==> src/rtl/grayscale_word_packer.sv <==
// Packs an 8-bit pixel stream into PIXELS_PER_WORD-byte words, earliest pixel in byte 0.
// Optional byte-keep output is enabled by defining GRAYSCALE_PACKER_KEEP_EN.
`timescale 1ns/1ps
module grayscale_word_packer #(
  parameter int PIXELS_PER_WORD = 4
) (
  input  logic                         clk_i,
  input  logic                         rst_ni,
  input  logic [7:0]                   pixel_i,
  input  logic                         pixel_valid_i,
  input  logic                         pixel_last_i,
  output logic                         pixel_ready_o,
  output logic [8*PIXELS_PER_WORD-1:0] word_o,
  output logic                         word_valid_o,
  output logic                         word_last_o,
  input  logic                         word_ready_i
`ifdef GRAYSCALE_PACKER_KEEP_EN
  ,
  output logic [PIXELS_PER_WORD-1:0]   word_keep_o
`endif
);

  localparam int P     = PIXELS_PER_WORD;
  localparam int W     = 8 * P;
  localparam int IDX_W = $clog2(P);
  localparam logic [IDX_W-1:0] LAST_IDX = IDX_W'(P - 1);

  logic [IDX_W-1:0]   r_idx;
  logic [8*(P-1)-1:0] r_acc;
  logic [W-1:0]       r_word;
  logic               r_valid;
  logic               r_last;

  logic               w_ready;
  logic               w_accept;
  logic               w_complete;
  logic [W-1:0]       w_word_next;

  // A pending word blocks input unless it is being taken this cycle.
  assign w_ready    = rst_ni && (!r_valid || word_ready_i);
  assign w_accept   = pixel_valid_i && w_ready;
  assign w_complete = w_accept && ((r_idx == LAST_IDX) || pixel_last_i);

  generate
    for (genvar gi = 0; gi < P; gi++) begin : g_byte
      if (gi < P - 1) begin : g_acc
        assign w_word_next[8*gi +: 8] = (r_idx == IDX_W'(gi)) ? pixel_i :
                                        (r_idx >  IDX_W'(gi)) ? r_acc[8*gi +: 8] : 8'h00;
      end else begin : g_top
        assign w_word_next[8*gi +: 8] = (r_idx == IDX_W'(gi)) ? pixel_i : 8'h00;
      end
    end
  endgenerate

  always_ff @(posedge clk_i or negedge rst_ni) begin
    if (!rst_ni) begin
      r_idx <= '0;
      r_acc <= '0;
    end else if (w_complete) begin
      r_idx <= '0;
      r_acc <= '0;
    end else if (w_accept) begin
      r_idx <= r_idx + IDX_W'(1);
      for (int k = 0; k < P - 1; k++) begin
        if (r_idx == IDX_W'(k)) r_acc[8*k +: 8] <= pixel_i;
      end
    end
  end

  always_ff @(posedge clk_i or negedge rst_ni) begin
    if (!rst_ni) begin
      r_word  <= '0;
      r_valid <= 1'b0;
      r_last  <= 1'b0;
    end else if (w_complete) begin
      r_word  <= w_word_next;
      r_valid <= 1'b1;
      r_last  <= pixel_last_i;
    end else if (r_valid && word_ready_i) begin
      r_valid <= 1'b0;
    end
  end

`ifdef GRAYSCALE_PACKER_KEEP_EN
  logic [P-1:0] r_keep;
  logic [P-1:0] w_keep_next;

  // Thermometer mask covering bytes 0..idx.
  assign w_keep_next = ~({P{1'b1}} << (32'(r_idx) + 32'd1));

  always_ff @(posedge clk_i or negedge rst_ni) begin
    if (!rst_ni) begin
      r_keep <= '0;
    end else if (w_complete) begin
      r_keep <= w_keep_next;
    end
  end

  assign word_keep_o = r_keep;
`endif

  assign pixel_ready_o = w_ready;
  assign word_o        = r_word;
  assign word_valid_o  = r_valid;
  assign word_last_o   = r_last;

endmodule

==> config.mk <==
export PLATFORM = sky130hd
export DESIGN_NAME = grayscale_word_packer
export DESIGN_NICKNAME = d
export VERILOG_FILES = /design/src/rtl/grayscale_word_packer.sv
export SDC_FILE = /design/constraint.sdc
export NUM_CORES = 1
export LEC_CHECK = 0
export CAP_MARGIN = 25
export CORE_UTILIZATION = 45
export CTS_CLUSTER_SIZE = 20
export DETAILED_ROUTE_END_ITERATION = 10
export GPL_ROUTABILITY_DRIVEN = 0
export PLACE_DENSITY = 0.82
export SYNTH_ARGS = -nofsm -noshare
export SYNTH_HDL_FRONTEND = slang
export SYNTH_SLANG_ARGS = --single-unit
==> constraint.sdc <==
create_clock -name clk_i -period 3.2 [get_ports clk_i]
set_clock_uncertainty 0.1 [all_clocks]
set_input_delay 0.8 -clock clk_i [delete_from_list [all_inputs] [get_ports clk_i]]
set_output_delay 0.8 -clock clk_i [all_outputs]
set_load 0.01 [all_outputs]
# Word-level counts from Yosys, hierarchy flattened
# Index checks and enable logic that the tools add are counted.
[op_classes]
addsub = 1
n_lt_le_gt_ge = 3
eq_ne = 3
muxes = 16
n_reduce_logical = 16
[op_table]
columns = ["cell", "count"]
rows = [
  ["$mux 8", 10],
  ["$mux 24", 2],
  ["$reduce_bool 2->1", 5],
  ["$reduce_and 2->1", 3],
  ["$eq 2x2->1 const B", 2],
  ["$gt 2x1->1 const B", 2],
  ["$logic_and 1x1->1", 4],
  ["$mux 2", 2],
  ["$add 2x1->2 const B", 1],
  ["$eq 2x1->1 const B", 1],
  ["$gt 2x2->1 const B", 1],
  ["$logic_not 2->1", 1],
  ["$logic_or 1x1->1", 2],
  ["$mux 1", 2],
  ["$logic_not 1->1", 1],
]
[totals]
regBits = 60
inputBits = 13
output_inout_bits = 35

# Logic depth before layout (Yosys ltp)
# Gate-level depths: netlist (run 1).
[logic_depth]
word_depth = 7
ltp_mapped = 6

# Least setup slack after synthesis (run 1)
# No wires, ideal clock.
[synth_timing]
kind = "input to output"
from = "input port word_ready_i"
to = "output port pixel_ready_o"
arrival_ns = 1.247
slack_ns = 1.053
path_stages = 3
n_path_buf = 1
path_cell_list = "nand2b_4 buf_6 and2_1"
[synth_via]
elab_chain_len = 2
[synth_rtl]
columns = ["element", "line_no", "text"]
rows = [
  ["from (decl)", "16", "input logic word_ready_i"],
  ["$logic_or 1x1->1", "40", "assign w_ready = rst_ni && (!r_valid || word_ready_i);"],
  ["$logic_and 1x1->1", "40", ""],
  ["to (decl)", "12", "output logic pixel_ready_o,"],
]
# Every way passes these cells.

# Worst setup path after layout (run 1)
# Same ends and word-level chain as after synthesis.

==> reports/results.tsv, run 1 <==
stage	metric	value	unit
job	max-cap check violation count	0	
worst_setup_path	crit path max fanout	2	
yosys	cell area after synthesis	2710	sq um
sta	fin crit period	3150	ps
clock_tree	clock slew at reported path FFs	70	ps
yosys	unique cell type count in the Yosys netlist	30	
final_layout	Area Overhead vs Synth	28.5	%
power	share of power burned in registers	0.381	
global_route	GR Overflow Total	0	
detailed_routing	Iteration-0 DRC Markers	180	
power	clock share of power	0.377	
clock_tree	Hold-fix buffers, CTS	0	
global_route	pin count of the biggest net entering global routing	45	
worst_setup_path	crit end category	output pin	
sta	f_max	0.317	GHz
detailed_routing	final WL	6.24	mm
power	switch share	0.259	
sta	fin crit share	0.984	
power	maximum vdd drop	0.399	mV
final_layout	Final Util	0.618	
worst_setup_path	R2R depth	5	
final_layout	share of layout cells above drive strength 1	0.188	
clock_tree	Num CTS Buffers	9	
detailed_routing	Initial DRT Pass Iterations	4	
final_layout	flip-flop and latch area	1500	sq um
yosys	simple-gate share of the synthesized area	0.0530	
detailed_routing	DR WL/cell	19.4	microns
global_route	vias in the first global route	1930	
placed_design	DP HPWL	4.01	mm
detailed_routing	via count	1958	
detailed_routing	DRC Markers	0	
floorplanning	Starting Density	0.481	
placed_design	dpl cell area	3200	sq um
sta	Max-slew headroom	0.604	
min_path	Hold/Removal Path Class	in2async	
clock_tree	Sink Count	60	
yosys	sequential share of the synthesized area	0.554	
power	Int Power	0.00192	W
global_route	first-pass GRT wire length	10.2	mm
sta	Min Hold Slack	343	ps
worst_setup_path	crit path kind	in2out	
clock_tree	CTS tree	done	
worst_setup_path	slowest stage cell on the critical path	clkdlybuf4s50_1	
yosys	synthesized area per cell	13.8	sq um
final_layout	fillers	449	
yosys	syn nets	214	
yosys	Mapped Cells	197	
final_layout	Post-layout nets	262	
final_layout	multi-input logic area	1090	sq um
detailed_routing	ANT nets after route	0	
placed_design	PortBufs	47	
yosys	main combinational cell family by area after synthesis	compound AO/OA/AOI/OAI gates	
worst_setup_path	most used cell, CP	clkdlybuf4s50_1	
power	power density cells	745	nW/um^2
clock_tree	clock latency on the worst-skew pair	340	ps
sta	actual slew at the worst max-slew pin	593	ps
yosys	mux contribution to synthesized area	0.113	
floorplanning	I/O pin count	48	
sta	setup_tns	0	ps
worst_setup_path	Worst EP required	2300	ps
status	run status	complete, no violations	
yosys	Ys Warns	0	
final_layout	post-route design area	3490	sq um
sta	Final Max Tran Viols	0	
final_layout	Finished Layout Cells	322	
clock_tree	Max clock buf depth	2	
yosys	Synth Register Bits	60	
clock_tree	cells resized by post-CTS repair	0	
sta	Final Hold Viols	0	
power	Leak Pwr	1.61	nW
worst_setup_path	critical path arrival	2250	ps
placed_design	dpl cells	306	
clock_tree	CTS root buf	clkbuf_8	
yosys	Synth Area in XOR/XNOR	0	
detailed_routing	DR vias/cell	6.08	
worst_setup_path	RR Startpoint	r_idx[1]	
global_route	Tot GR Track Use	0.222	
worst_setup_path	Setup crit start	word_ready_i	
clock_tree	post-CTS repair timing setup buffer count	0	
global_route	initial antenna violation count	0	
final_layout	Inserted Diodes	0	
floorplanning	Rows	27	
floorplanning	die height	79.6	microns
worst_setup_path	Slowest Stage Delay on Critical Path	570	ps
yosys	fraction of the mapped netlist area in adder cells	0.0185	
worst_setup_path	crit start category	primary input	
power	Gate power share	0.242	
power	net switching power figure	0.000672	W
floorplanning	core area	5640	sq um
sta	RSZ-0062 raised after global routing	no	
floorplanning	die width	79.6	microns
sta	final setup vio count	0	
yosys	post-synthesis compound-gate area fraction	0.216	
floorplanning	full die area	6340	sq um
worst_setup_path	Cell Chain, Critical Path	clkdlybuf4s50_1 > nand2b_4 > and2_1 > clkdlybuf4s50_1	
clock_tree	H-tree levels	3	
## layer usage
metal / routed length, microns / part of all wire / track usage
met1: 2790 / 0.45 / 0.300
met4: 119 / 0.019 / 0.107
met3: 307 / 0.049 / 0.0491
met5: 0 / 0 / 0
met2: 3020 / 0.48 / 0.338
## state kept, by name, indices dropped and copies added (netlist names)
name,count
word_o,32
r_acc,24
r_idx,2
word_last_o,1
word_valid_o,1
## path summary, 6_finish.rpt
check	endpoint	slack, ps
min reg2reg	r_acc[1]	400
max in group asynchronous	r_acc[9]	1850
max reg2reg	word_o[9]	1230
min in group clk_i	r_acc[1]	400
min	r_acc[5]	340
max	pixel_ready_o	50
## critical path: cells and delay by family
family | cells | cell delay (ps)
buf+inv | 2 | 1090
simple gates | 2 | 360
## power by group through the flow
stage,Combinational [W],Sequential [W],Clock (W)
3_5_place_dp,0.000627,0.000999,0
5_1_grt,0.000680,0.00101,0.00102
6_report,0.000628,0.000990,0.000980
4_1_cts,0.000634,0.000990,0.000987
3_3_place_gp,0.000611,0.000994,0
2_1_floorplan,0.000311,0.00103,0
## Yosys cell counts
master    number  area (sq um)
dfrtp_1       60          1500
a22o_1        48           420
mux2_4        12           180
a21oi_1        9          45.0
a31oi_1        8          50.1
mux2i_1        8          80.1
buf_2          6          30.0
and4_1         4          35.0
ha_1           4          50.1
mux2_2         4          45.0
buf_6          3          33.8
clkbuf_1       3          11.3
inv_1          3          11.3
o21ai_0        3          15.0
and2_1         2          12.5
buf_4          2          15.0
nand2_1        2          7.51
nand3_1        2          10.0
nor2b_1        2          12.5
o211ai_2       2          25.0
a41o_1         1          10.0
buf_1          1          3.75
buf_12         1          20.0
nand2b_4       1          13.8
nand3_2        1          10.0
nor2_2         1          6.26
nor2b_4        1          13.8
nor3_4         1          16.3
o211ai_4       1          21.3
or2_1          1          6.26
## cell usage in the layout, fill, tap and decap left out, drive strengths merged, types with 2 or more instances in the layout
cell | Yosys | layout
a21oi | 9 | 9
a22o | 48 | 48
a31oi | 8 | 8
and2 | 2 | 2
and4 | 4 | 4
buf | 13 | 7
bufinv | 0 | 5
clkbuf | 3 | 9
clkdlybuf4s50 | 0 | 46
dfrtp | 60 | 60
ha | 4 | 4
inv | 3 | 3
mux2 | 16 | 16
mux2i | 8 | 8
nand2 | 2 | 2
nand3 | 3 | 3
nor2b | 3 | 3
o211ai | 3 | 3
o21ai | 3 | 3
## stage by stage
| step | total power, W | setup WS [ps] |
|---|---|---|
| after floorplan | 0.00134 | 1050 |
| after global placement | 0.00160 | 78.7 |
| after detailed placement | 0.00163 | 78.8 |
| after CTS | 0.00261 | 67.3 |
| after global routing | 0.00271 | 25.7 |
| final | 0.00260 | 49.7 |
## kinds of logic after synthesis
group	count (synthesis)
muxes	24
and+or+nand+nor	18
buffers and inverters	19
AOI/OAI and AO/OA	72
adders and majority gates	4
DFF	60
## cell type report
type / count / area share
multi-input combinational: 118 / 0.312
sequential: 60 / 0.431
clock inverter: 7 / 0.0467
clock buffer: 9 / 0.0355
timing repair buffer: 53 / 0.146
tap: 72 / 0.0258
inverter: 3 / 0.00323
Power figures use the tool's default switching activity.
==> inputs of run 2 (changes only) <==
--- a/config.mk
+++ b/config.mk
@@ -6,11 +6,11 @@
 export NUM_CORES = 1
 export LEC_CHECK = 0
 export CAP_MARGIN = 25
-export CORE_UTILIZATION = 45
+export CORE_UTILIZATION = 56
 export CTS_CLUSTER_SIZE = 20
 export DETAILED_ROUTE_END_ITERATION = 10
 export GPL_ROUTABILITY_DRIVEN = 0
-export PLACE_DENSITY = 0.82
+export PLACE_DENSITY = 0.95
 export SYNTH_ARGS = -nofsm -noshare
 export SYNTH_HDL_FRONTEND = slang
 export SYNTH_SLANG_ARGS = --single-unit
==> reports/results.tsv, run 2 (synthesized netlist as in run 1, its figures left out) <==
stage	metric	value	unit	change
final_layout	highest-count cells in the layout ignoring fill and taps	60 x dfrtp_1, 48 x a22o_1, 46 x clkdlybuf4s50_1, 12 x mux2_4, 12 x clkbuf_8		
worst_setup_path	crit start category	primary input		
power	power density cells	666	nW/um^2	-11%
worst_setup_path	Slowest Stage Delay on Critical Path	560	ps	about the same
floorplanning	Rows	24		-11%
sta	worst setup margin	142	ps	+92.3 ps
floorplanning	die height	71.6	microns	-10%
final_layout	Final Util	0.747		+0.129
floorplanning	full die area	5130	sq um	-19%
min_path	Hold/Removal Path Class	in2async		
power	Leak Pwr	1.57	nW	-2.5%
sta	fin crit share	0.956		-0.0288
global_route	vias in the first global route	1929		-0.052%
global_route	initial antenna violation count	0		unchanged
clock_tree	CTS tree	done		
worst_setup_path	crit path max fanout	2		unchanged
placed_design	PortBufs	47		unchanged
clock_tree	cells resized by post-CTS repair	0		unchanged
clock_tree	Num CTS Buffers	9		unchanged
final_layout	share of layout cells above drive strength 1	0.179		-0.00872
sta	RSZ-0062 raised after global routing	no		
final_layout	max reg flops	32		unchanged
worst_setup_path	buffer and inverter count on the worst path	2		unchanged
clock_tree	CTS root buf	clkbuf_8		
detailed_routing	ANT nets after route	0		unchanged
worst_setup_path	critical path arrival	2160	ps	-90 ps
sta	Max-slew headroom	0.592		-0.0121
worst_setup_path	Cell Chain, Critical Path	clkdlybuf4s50_1 > nand2b_4 > and2_1 > clkdlybuf4s50_1		
sta	Final Max Tran Viols	0		unchanged
clock_tree	clock slew at reported path FFs	60	ps	about the same
clock_tree	Max clock buf depth	2		unchanged
floorplanning	die width	71.6	microns	-10%
worst_setup_path	most used cell, CP	clkdlybuf4s50_1		
placed_design	setup slack at placement	159	ps	+80.1 ps
final_layout	fillers	275		-39%
global_route	pin count of the biggest net entering global routing	51		+13%
final_layout	Inserted Diodes	0		unchanged
clock_tree	H-tree levels	3		unchanged
clock_tree	Hold-fix buffers, CTS	0		unchanged
final_layout	flip-flop and latch area	1500	sq um	unchanged
detailed_routing	DR WL/cell	20.1	microns	+3.8%
global_route	GR Overflow Total	0		unchanged
floorplanning	Starting Density	0.602		+0.121
final_layout	Area Overhead vs Synth	24.0	%	
sta	Final Hold Viols	0		unchanged
detailed_routing	DRC Markers	0		unchanged
sta	setup_tns	0	ps	unchanged
worst_setup_path	crit path kind	in2out		
sta	final setup vio count	0		unchanged
job	max-cap check violation count	0		unchanged
global_route	Tot GR Track Use	0.259		+0.0361
sta	f_max	0.327	GHz	+3.0%
final_layout	multi-input logic area	1090	sq um	unchanged
status	run status	complete, no violations		
sta	fin crit period	3060	ps	-92.3 ps
floorplanning	core area	4500	sq um	-20%
detailed_routing	Initial DRT Pass Iterations	4		unchanged
final_layout	Post-layout nets	263		+0.38%
detailed_routing	via count	1916		-2.1%
final_layout	commonest non-fill, non-tap cell in the layout	dfrtp_1		
clock_tree	post-CTS repair timing setup buffer count	0		unchanged
clock_tree	clock latency on the worst-skew pair	340	ps	about the same
detailed_routing	DR vias/cell	6.32		+4.0%
detailed_routing	final WL	6.10	mm	-2.3%
worst_setup_path	Worst EP required	2300	ps	about the same
global_route	first-pass GRT wire length	9.72	mm	-5.0%
power	maximum vdd drop	0.361	mV	-9.6%
worst_setup_path	slowest stage cell on the critical path	clkdlybuf4s50_1		
detailed_routing	Iteration-0 DRC Markers	145		-19%
worst_setup_path	Top delay family on crit path	buffers and inverters		
clock_tree	Sink Count	60		unchanged
floorplanning	I/O pin count	48		unchanged
worst_setup_path	crit end category	output pin		
placed_design	DP HPWL	3.99	mm	-0.34%
sta	actual slew at the worst max-slew pin	611	ps	+18.2 ps
[run 2: cell count changes in the layout (fill, tap and decap cells not counted)]
cell	change
bufinv_16	-5
clkbuf_1	+3
clkbuf_8	+3
buf_4	+1
clkinvlp_4	-1
[run 2: final timing paths]
kind | startpoint | end | slack, ps | depth (start not counted)
max | word_ready_i | pixel_ready_o | 140 | 4
max reg2reg | r_idx[1] | word_o[15] | 1220 | 5
min | rst_ni | r_acc[14] | 330 | 2
max in group asynchronous | rst_ni | r_acc[1] | 1830 | 3
min reg2reg | r_acc[0] | r_acc[0] | 400 | 1
min in group clk_i | r_acc[0] | r_acc[0] | 400 | 1
[run 2: per-stage QoR]
stage | power [W] | cell area (sq um) | instances | hold slack [ps]
after CTS | 0.00225 | 3360 | 303 | 323
final | 0.00224 | 3360 | 303 | 329
after floorplan | 0.00134 | 2710 | 197 | 365
after global routing | 0.00235 | 3360 | 303 | 323
after global placement | 0.00160 | 3180 | 287 | 383
after detailed placement | 0.00163 | 3180 | 287 | 388
[run 2: final cells by class]
class / instances / area share
repair buffers: 54 / 0.154
well taps: 52 / 0.0193
flip-flops and latches: 60 / 0.446
multi-input cells: 118 / 0.323
clock buffers: 15 / 0.0525
clock inverters: 1 / 0.00149
inverters: 3 / 0.00335
[run 2: report_power, final]
part | internal (W) | total [W] | switching [W]
registers | 0.000902 | 0.000989 | 0.0000874
clock network | 0.000344 | 0.000621 | 0.000277
logic | 0.000351 | 0.000629 | 0.000279
total | 0.00160 | 0.00224 | 0.000643
[run 2: layer usage]
metal | wire, microns | global-route usage | vias up | part of all wire
met4 | 88 | 0.0871 | 0 | 0.014
li1 | - | - | 851 | -
met1 | 2690 | 0.354 | 976 | 0.44
met3 | 401 | 0.0872 | 10 | 0.066
met2 | 2920 | 0.391 | 79 | 0.48
met5 | 0 | 0 | - | 0
